`src/rtl/multicycle_control_fsm.sv`:
```
// Multi-cycle sequencer for the MIPS-style core: drives PC/IR/memory/regfile/ALU controls,
// counts retired instructions and traps on illegal opcodes or memory-port timeouts.
module multicycle_control_fsm #(
    parameter int unsigned WAIT_LIMIT = 16,
    parameter int unsigned CNT_W      = 32
) (
    input  logic             clk,
    input  logic             rst_n,
    input  logic [5:0]       opcode,
    input  logic             zero,
    input  logic             mem_ready,
    output logic             mem_req,
    output logic             mem_we,
    output logic             iord,
    output logic             ir_load,
    output logic             pc_write,
    output logic [1:0]       pc_src,
    output logic             reg_write,
    output logic             reg_dst,
    output logic             mem_to_reg,
    output logic             alu_src_a,
    output logic [1:0]       alu_src_b,
    output logic [1:0]       alu_op,
    output logic [3:0]       state,
    output logic             halted,
    output logic [1:0]       trap_cause,
    output logic [CNT_W-1:0] instr_retired
);

    // state   | meaning
    // FETCH   | read instruction at PC, PC+4 | DECODE  | precompute branch target
    // MEM*    | lw/sw address, access, wb    | EXEC/ALUWB, ADDI_* | ALU ops and writeback
    // TRAP    | halted until reset
    typedef enum logic [3:0] {
        S_RESET   = 4'd0,
        S_FETCH   = 4'd1,
        S_DECODE  = 4'd2,
        S_MEMADR  = 4'd3,
        S_MEMRD   = 4'd4,
        S_MEMWB   = 4'd5,
        S_MEMWR   = 4'd6,
        S_EXEC    = 4'd7,
        S_ALUWB   = 4'd8,
        S_BRANCH  = 4'd9,
        S_JUMP    = 4'd10,
        S_ADDI_EX = 4'd11,
        S_ADDI_WB = 4'd12,
        S_TRAP    = 4'd13
    } state_t;

    localparam logic [5:0] OP_RTYPE = 6'b000000;
    localparam logic [5:0] OP_LW    = 6'b100011;
    localparam logic [5:0] OP_SW    = 6'b101011;
    localparam logic [5:0] OP_BEQ   = 6'b000100;
    localparam logic [5:0] OP_J     = 6'b000010;
    localparam logic [5:0] OP_ADDI  = 6'b001000;

    localparam logic [1:0] CAUSE_ILLEGAL = 2'b01;
    localparam logic [1:0] CAUSE_BUS     = 2'b10;
    localparam logic [7:0] WAIT_LAST     = 8'(WAIT_LIMIT - 1);

    state_t           state_q, state_d;
    logic [7:0]       wait_q, wait_d;
    logic [1:0]       cause_q, cause_d;
    logic [CNT_W-1:0] retired_q, retired_d;
    logic             retire;

    always_comb begin
        state_d    = state_q;
        cause_d    = cause_q;
        retire     = 1'b0;
        mem_req    = 1'b0;
        mem_we     = 1'b0;
        iord       = 1'b0;
        ir_load    = 1'b0;
        pc_write   = 1'b0;
        pc_src     = 2'b00;
        reg_write  = 1'b0;
        reg_dst    = 1'b0;
        mem_to_reg = 1'b0;
        alu_src_a  = 1'b0;
        alu_src_b  = 2'b00;
        alu_op     = 2'b00;
        halted     = 1'b0;
        trap_cause = 2'b00;

        case (state_q)
            S_RESET: state_d = S_FETCH;
            S_FETCH: begin
                mem_req   = 1'b1;
                alu_src_b = 2'b01;
                ir_load   = mem_ready;
                pc_write  = mem_ready;
                if (mem_ready) state_d = S_DECODE;
            end
            S_DECODE: begin
                alu_src_b = 2'b11;
                case (opcode)
                    OP_LW, OP_SW: state_d = S_MEMADR;
                    OP_RTYPE:     state_d = S_EXEC;
                    OP_BEQ:       state_d = S_BRANCH;
                    OP_J:         state_d = S_JUMP;
                    OP_ADDI:      state_d = S_ADDI_EX;
                    default: begin
                        state_d = S_TRAP;
                        cause_d = CAUSE_ILLEGAL;
                    end
                endcase
            end
            S_MEMADR: begin
                alu_src_a = 1'b1;
                alu_src_b = 2'b10;
                if (opcode == OP_LW) begin
                    state_d = S_MEMRD;
                end else if (opcode == OP_SW) begin
                    state_d = S_MEMWR;
                end else begin
                    state_d = S_TRAP;
                    cause_d = CAUSE_ILLEGAL;
                end
            end
            S_MEMRD: begin
                mem_req = 1'b1;
                iord    = 1'b1;
                if (mem_ready) state_d = S_MEMWB;
            end
            S_MEMWB: begin
                reg_write  = 1'b1;
                mem_to_reg = 1'b1;
                retire     = 1'b1;
                state_d    = S_FETCH;
            end
            S_MEMWR: begin
                mem_req = 1'b1;
                mem_we  = 1'b1;
                iord    = 1'b1;
                if (mem_ready) begin
                    retire  = 1'b1;
                    state_d = S_FETCH;
                end
            end
            S_EXEC: begin
                alu_src_a = 1'b1;
                alu_op    = 2'b10;
                state_d   = S_ALUWB;
            end
            S_ALUWB: begin
                reg_write = 1'b1;
                reg_dst   = 1'b1;
                retire    = 1'b1;
                state_d   = S_FETCH;
            end
            S_BRANCH: begin
                alu_src_a = 1'b1;
                alu_op    = 2'b01;
                pc_src    = 2'b01;
                pc_write  = zero;
                retire    = 1'b1;
                state_d   = S_FETCH;
            end
            S_JUMP: begin
                pc_src   = 2'b10;
                pc_write = 1'b1;
                retire   = 1'b1;
                state_d  = S_FETCH;
            end
            S_ADDI_EX: begin
                alu_src_a = 1'b1;
                alu_src_b = 2'b10;
                state_d   = S_ADDI_WB;
            end
            S_ADDI_WB: begin
                reg_write = 1'b1;
                retire    = 1'b1;
                state_d   = S_FETCH;
            end
            S_TRAP: begin
                halted     = 1'b1;
                trap_cause = cause_q;
            end
            default: begin
                state_d = S_TRAP;
                cause_d = CAUSE_ILLEGAL;
            end
        endcase

        // a ready on the limit cycle completes the access, so only an unanswered limit cycle traps
        if (mem_req && !mem_ready && wait_q == WAIT_LAST) begin
            state_d = S_TRAP;
            cause_d = CAUSE_BUS;
        end

        wait_d    = (mem_req && !mem_ready && state_d == state_q) ? wait_q + 8'd1 : 8'd0;
        retired_d = retire ? retired_q + CNT_W'(1) : retired_q;
    end

    always_ff @(posedge clk or negedge rst_n) begin
        if (!rst_n) begin
            state_q   <= S_RESET;
            wait_q    <= 8'd0;
            cause_q   <= 2'b00;
            retired_q <= '0;
        end else begin
            state_q   <= state_d;
            wait_q    <= wait_d;
            cause_q   <= cause_d;
            retired_q <= retired_d;
        end
    end

    assign state         = state_q;
    assign instr_retired = retired_q;

endmodule

```
`config.mk`:
```
export PLATFORM = sky130hd
export DESIGN_NAME = multicycle_control_fsm
export DESIGN_NICKNAME = d
export VERILOG_FILES = /design/src/rtl/multicycle_control_fsm.sv
export SDC_FILE = /design/constraint.sdc
export NUM_CORES = 1
export LEC_CHECK = 0
export BUFFER_PORTS_ARGS = -buffer_cell sky130_fd_sc_hd__buf_4
export CAP_MARGIN = 25
export CORE_MARGIN = 1
export CORE_UTILIZATION = 48
export DETAILED_ROUTE_END_ITERATION = 12
export PLACE_DENSITY = 0.74
export SYNTH_ARGS = -nofsm -noshare
export SYNTH_HDL_FRONTEND = slang
export SYNTH_SLANG_ARGS = --single-unit
```
`constraint.sdc`:
```
create_clock -name clk -period 2 [get_ports clk]
set_input_delay 0.2 -clock clk [delete_from_list [all_inputs] [get_ports clk]]
set_output_delay 0.2 -clock clk [all_outputs]
set_load 0.01 [all_outputs]
```
* After elaboration in Yosys (flattened, before gate mapping)
Cells that the tools add are included.
** Storage, ports and cells
- Input port bits :: 10
- Register bits :: 46
- Word-level logic and storage cells :: 77
- Output and inout bits :: 54
** Cells by class
- Muxes and demuxes :: 30
- Equality and inequality tests :: 24
- Reductions and logical operators :: 17
- Add/sub/neg operators :: 2
** Operator list (count)
- one-hot mux 4 bit (9 select lines) :: 1
- adder 32 x 1 -> 32 bit (second input constant) :: 1
- == test 4 bit (second input constant) :: 6
- two-way mux 4 bit :: 6
- one-hot mux 4 bit (5 select lines) :: 1
- == test 4 x 3 -> 1 bit (second input constant) :: 4
- == test 6 bit (second input constant) :: 2
- one-hot mux 2 bit (3 select lines) :: 2
- OR reduction 12 bit :: 1
- OR reduction 6 bit :: 2
- two-way mux 1 bit :: 10
- two-way mux 2 bit :: 5
- inequality test 3 bit (second input constant) :: 3
- adder 8 x 1 -> 8 bit (second input constant) :: 1
- == test 4 x 2 -> 1 bit (second input constant) :: 2
- == test 8 x 4 -> 1 bit (second input constant) :: 1
- two-way mux 8 bit :: 1
- one-hot mux 2 bit (2 select lines) :: 2
- == test 6 x 2 -> 1 bit (second input constant) :: 1
- == test 6 x 3 -> 1 bit (second input constant) :: 1
- == test 6 x 4 -> 1 bit (second input constant) :: 1
- logical NOT 6 bit :: 1
- OR reduction 2 bit :: 3
- OR reduction 3 bit :: 2
- 11 further kinds :: 13

* Longest topological paths before layout
- Depth in word-level cells :: 9
- Mapped depth :: 8
- Mapped depth without buffers :: 6

* Least setup slack after synthesis
Ideal clock, no wire load.
- Path kind :: register to register
- Start :: reg wait_q[0]
- End :: reg wait_q[0]
- Stages on the path, launching flop included :: 7
- Slack :: -0.149 ns
- Library setup time :: 0.122 ns
- Buffers on the path :: 0
- Data arrival time :: 2.027 ns
- Clock period less this slack :: 2.149 ns
- Data required time :: 1.878 ns
- Cell sequence :: dfrtp_1 > ha_1 > nand3_1 > a2111oi_4 > or2_2 > or4_1 > a2111oi_1
** On the way
- Longest elaborated chain between the ends :: 6
- Elaborated cells on any way between the ends :: 7
- Those cells by class :: add/sub: 1; eq/ne: 2; mux: 2; reduce/logical: 2
** Ends and longest elaborated chain
- start: declaration :: RTL line 63 : logic [7:0] wait_q, wait_d;
- start signal: assignment :: RTL line 205 : wait_q <= wait_d;
- == test 8 x 4 -> 1 bit :: RTL line 188 : if (mem_req && !mem_ready && wait_q == WAIT_LAST) begin
- logical AND 1 bit :: RTL line 188
- two-way mux 4 bit :: RTL line 188
- == test 4 bit :: RTL line 193 : wait_d = (mem_req && !mem_ready && state_d == state_q) ? wait_q + 8'd1 : 8'd0;
- logical AND 1 bit :: RTL line 193
- two-way mux 8 bit * :: RTL line 193
- named net wait_d[0] :: RTL line 63
Mark *: on every way through the listed nets, which the timed path passes. The rest lies on a longest branch.
A chain may end at the register's enable or synchronous reset.

* Worst setup path after layout
- Start :: reg wait_q[5]
- End :: reg wait_q[1]
** On the way
- Longest elaborated chain between the ends :: 6
** Ends and longest elaborated chain (RTL line)
- == test 8 x 4 -> 1 bit :: 188
- logical AND 1 bit :: 188
- two-way mux 4 bit :: 188
- == test 4 bit :: 193
- logical AND 1 bit :: 193
- two-way mux 8 bit :: 193
- named net wait_d[1] :: 63
The timed path passes the listed nets, and every way through them passes these cells.

==> results.md <==
* Status: finished, violations left
* Violated checks: negative setup slack
* Final setup viols at 4
* Max layer used: met4
* Die ar. at 5860 µm²
* Placed inst area at 3460 µm²
* Clock power share at 17.1%
* Seq/Total Area, Yosys at 43.2%
* Cells after synthesis at 291
* Critical-path maximum fanout at 4
* Final min period at 2.07 ns
* Min-Delay Path Class: in -> reg
* P_int at 2.27 mW
* Largest area contributor in the netlist: dfrtp_1
* Die Height at 76.5 µm
* Post-Syn Nets at 303
* Hpwl dp at 5.10 mm
* Flop pwr share at 31.4%
* WL/cell at 15.2 µm
* VDD IR-drop max at 558 µV
* Critical Path End Type: flip-flop
* Vias at 2,501
* Ys Warns at 0
* Maxcap violations at 0
* WL met1 at 3.25 mm
* Antenna viol nets, final at 0
* Fmax achieved at 484 MHz
* Core Rows at 26
* Fin area at 3680 µm²
* Layout Nets at 397
* Worst-skew pair later-pin latency at 0.30 ns
* Core area at 5240 µm²
* Antenna violations before repair at 0
* Vias/cell at 5.48
* WL met2 at 3.21 mm
* Final Worst Setup Slack at -0.0674 ns
* Hold Slack at 0.326 ns
* Drt pass-1 iters at 5
* Largest net degree at the start of global routing at 47
* PortBufs at 63
* Yosys reg bits at 46
* # diodes at 0
* Layout area overhead at 38.1%
* Post-synth EDFFs at 0
* Number of global-route vias before repair at 2,378
* Crit path DAT at 2.26 ns
* Slew HR at 61.2%
* Psw at 1.51 mW
* CTS HTree Levels at 2
* Clock-pin slew on the worst setup and hold paths at 0.09 ns
* Pre-CTS setup slack at -0.0412 ns
* Total Power at 3.78 mW
* Leakage power at 1.67 nW
* Layout Skew at 0.00417 ns
* DRC Markers at 0
* CTS tree: done
* Dpl cells at 443
* Mean Syn Cell Area at 9.16 µm²
* Clock Path Buffers at 2
* Worst-margin pin slew at 0.582 ns
* Crit path kind: reg -> reg
* Crit path required time at 2.19 ns
* Post-synth design cell area at 2670 µm²
* RSZ-0062 raised after global routing: true
* Final cell count without fillers at 456
* Placer Congestion at 0.925
* Top FF cell, synth: dfrtp_1
* Combinational share of power at 51.5%
* Slew Limit Fails at 0
* Die X-Extent at 76.5 µm
* CP Launch Type: flip-flop
* Routed WL at 6.93 mm
* Synth top area share at 43.2%
* Asr flop ratio synth at 100%
* Fin. Hold Viols at 0
* Top cells by area, synth: dfrtp_1 (43%), xnor2_1 (7.2%), xor2_1 (5.3%), nor2_1 (4.9%), nand2_1 (3.9%)
* Gr usage total at 25.1%
* GRT overflow at 0
* I/O pins at 64
* Cell variety after synth at 56
* Initial Utilization at 50.9%
* CTS Buf Count at 5
* Layout cells sized above 1 at 35.0%
* CTS root buf: clkbuf_8
* FILL cells at 433
* DR WL met3 at 384 µm
* Sink Count at 46
* Global-route wire length before repair at 11.7 mm
* DR iter-0 viols at 271
* Power Dens Cells at 1030 nW/µm²
* Sw Ratio at 40.0%
* Tcrit/Tclk final at 103%
==> cell families (layout without fill, tap and decap cells) <==
logic type	after synthesis	in the layout	synth area share, %
AOI/OAI and AO/OA	45	45	13.0
xor gates and xnor gates	38	38	12.5
adders and majority gates	2	2	0.938
buffers and inverters	21	116	3.75
DFF	46	46	43.2
muxes	1	1	0.422
and+or+nand+nor	138	138	26.2
==> layout by cell type, fill, tap and decap left out, drive strengths merged, types with 6 or more instances in the layout <==
| cell | count |
|---|---|
| o21ai | 8 |
| inv | 6 |
| nand4 | 10 |
| nand3 | 13 |
| xor2 | 16 |
| buf | 101 |
| dfrtp | 46 |
| clkbuf | 7 |
| xnor2 | 22 |
| and3 | 7 |
| a21oi | 8 |
| nor3 | 13 |
| nand2 | 28 |
| nor2 | 36 |
==> synth_stat cells, drive strengths merged (2+ instances only) <==
cell type / number
a2111oi: 5
and4: 2
ha: 2
o21ai: 8
nor2: 36
a211o: 2
nor3b: 3
and3: 7
xor2: 16
or4: 4
nand2b: 5
clkbuf: 6
a21oi: 8
nand2: 28
a21boi: 2
nand4: 10
o22ai: 2
buf: 9
inv: 6
a21o: 2
xnor2: 22
or2: 3
and2: 2
a211oi: 4
o31ai: 2
a31o: 2
nor4: 4
nor3: 13
nand3: 13
nor2b: 5
dfrtp: 46
==> flip-flops by register name (all words and copies together) (netlist names) <==
| signal | flops |
|---|---|
| instr_retired | 32 |
| wait_q | 8 |
| state | 4 |
| cause_q | 2 |
==> final timing paths <==
check | startpoint | to | slack [ns] | cells after the start
hold reg to reg | instr_retired[31]$_DFFE_PN0P_ | instr_retired[31]$_DFFE_PN0P_ | 0.47 | 1
setup / recovery | wait_q[5]$_DFF_PN0_ | wait_q[1]$_DFF_PN0_ | -0.07 | 5
hold / removal | opcode[2] | state[2]$_DFF_PN0_ | 0.33 | 4
max in group asynchronous | rst_n | state[0]$_DFF_PN0_ | 1.13 | 2
min in group asynchronous | rst_n | instr_retired[28]$_DFFE_PN0P_ | 0.44 | 2
setup reg to reg | wait_q[5]$_DFF_PN0_ | wait_q[1]$_DFF_PN0_ | -0.07 | 5
==> per-stage QoR <==
step	setup TNS, ns	util [%]
after global placement	-0.000433	66.1
final	-0.174	70.3
after detailed placement	-0.0846	66.1
after CTS	-0.00512	68.7
after floorplan	0	-
after global routing	-0.521	70.3
==> power groups by stage <==
stage,registers (mW),clock network [mW],logic (mW)
2_1_floorplan,1.20,0,1.02
3_3_place_gp,1.19,0,1.77
3_5_place_dp,1.20,0,1.79
4_1_cts,1.18,0.659,1.84
5_1_grt,1.20,0.696,2.11
6_report,1.19,0.645,1.94
==> critical path, cell delays in order (launching register included) <==
cell and delay, ns:
dfrtp_1 0.39, or4_4 0.57, a2111oi_4 0.36, or2_4 0.22, o21ai_4 0.10, a2111oi_2 0.32
==> area by class of cell <==
| cell class | count | area, µm² | share of cell area, % |
|---|---|---|---|
| inverters | 6 | 22.5 | 0.612 |
| flip-flops and latches | 46 | 1160 | 31.4 |
| well taps | 70 | 87.6 | 2.38 |
| repair buffers | 102 | 779 | 21.2 |
| clock inverters | 1 | 8.76 | 0.238 |
| multi-input cells | 224 | 1530 | 41.6 |
| clock buffers | 7 | 96.3 | 2.62 |
==> layer usage <==
layer	track usage [%]	vias to the layer above
li1	-	1214
met3	5.63	11
met4	5.77	0
met1	35.9	1197
met5	0	-
met2	38.6	79
==> timing repair <==
action | CTS | global route
hold buffers | 1 | 0
pin swaps | 0 | 3
resized for setup | 5 | 10
endpoints found under the hold margin | 46 | 0
buffers inserted | 1 | 3
endpoints found under the setup margin | 6 | 8
(Power assumes the default switching activity.)
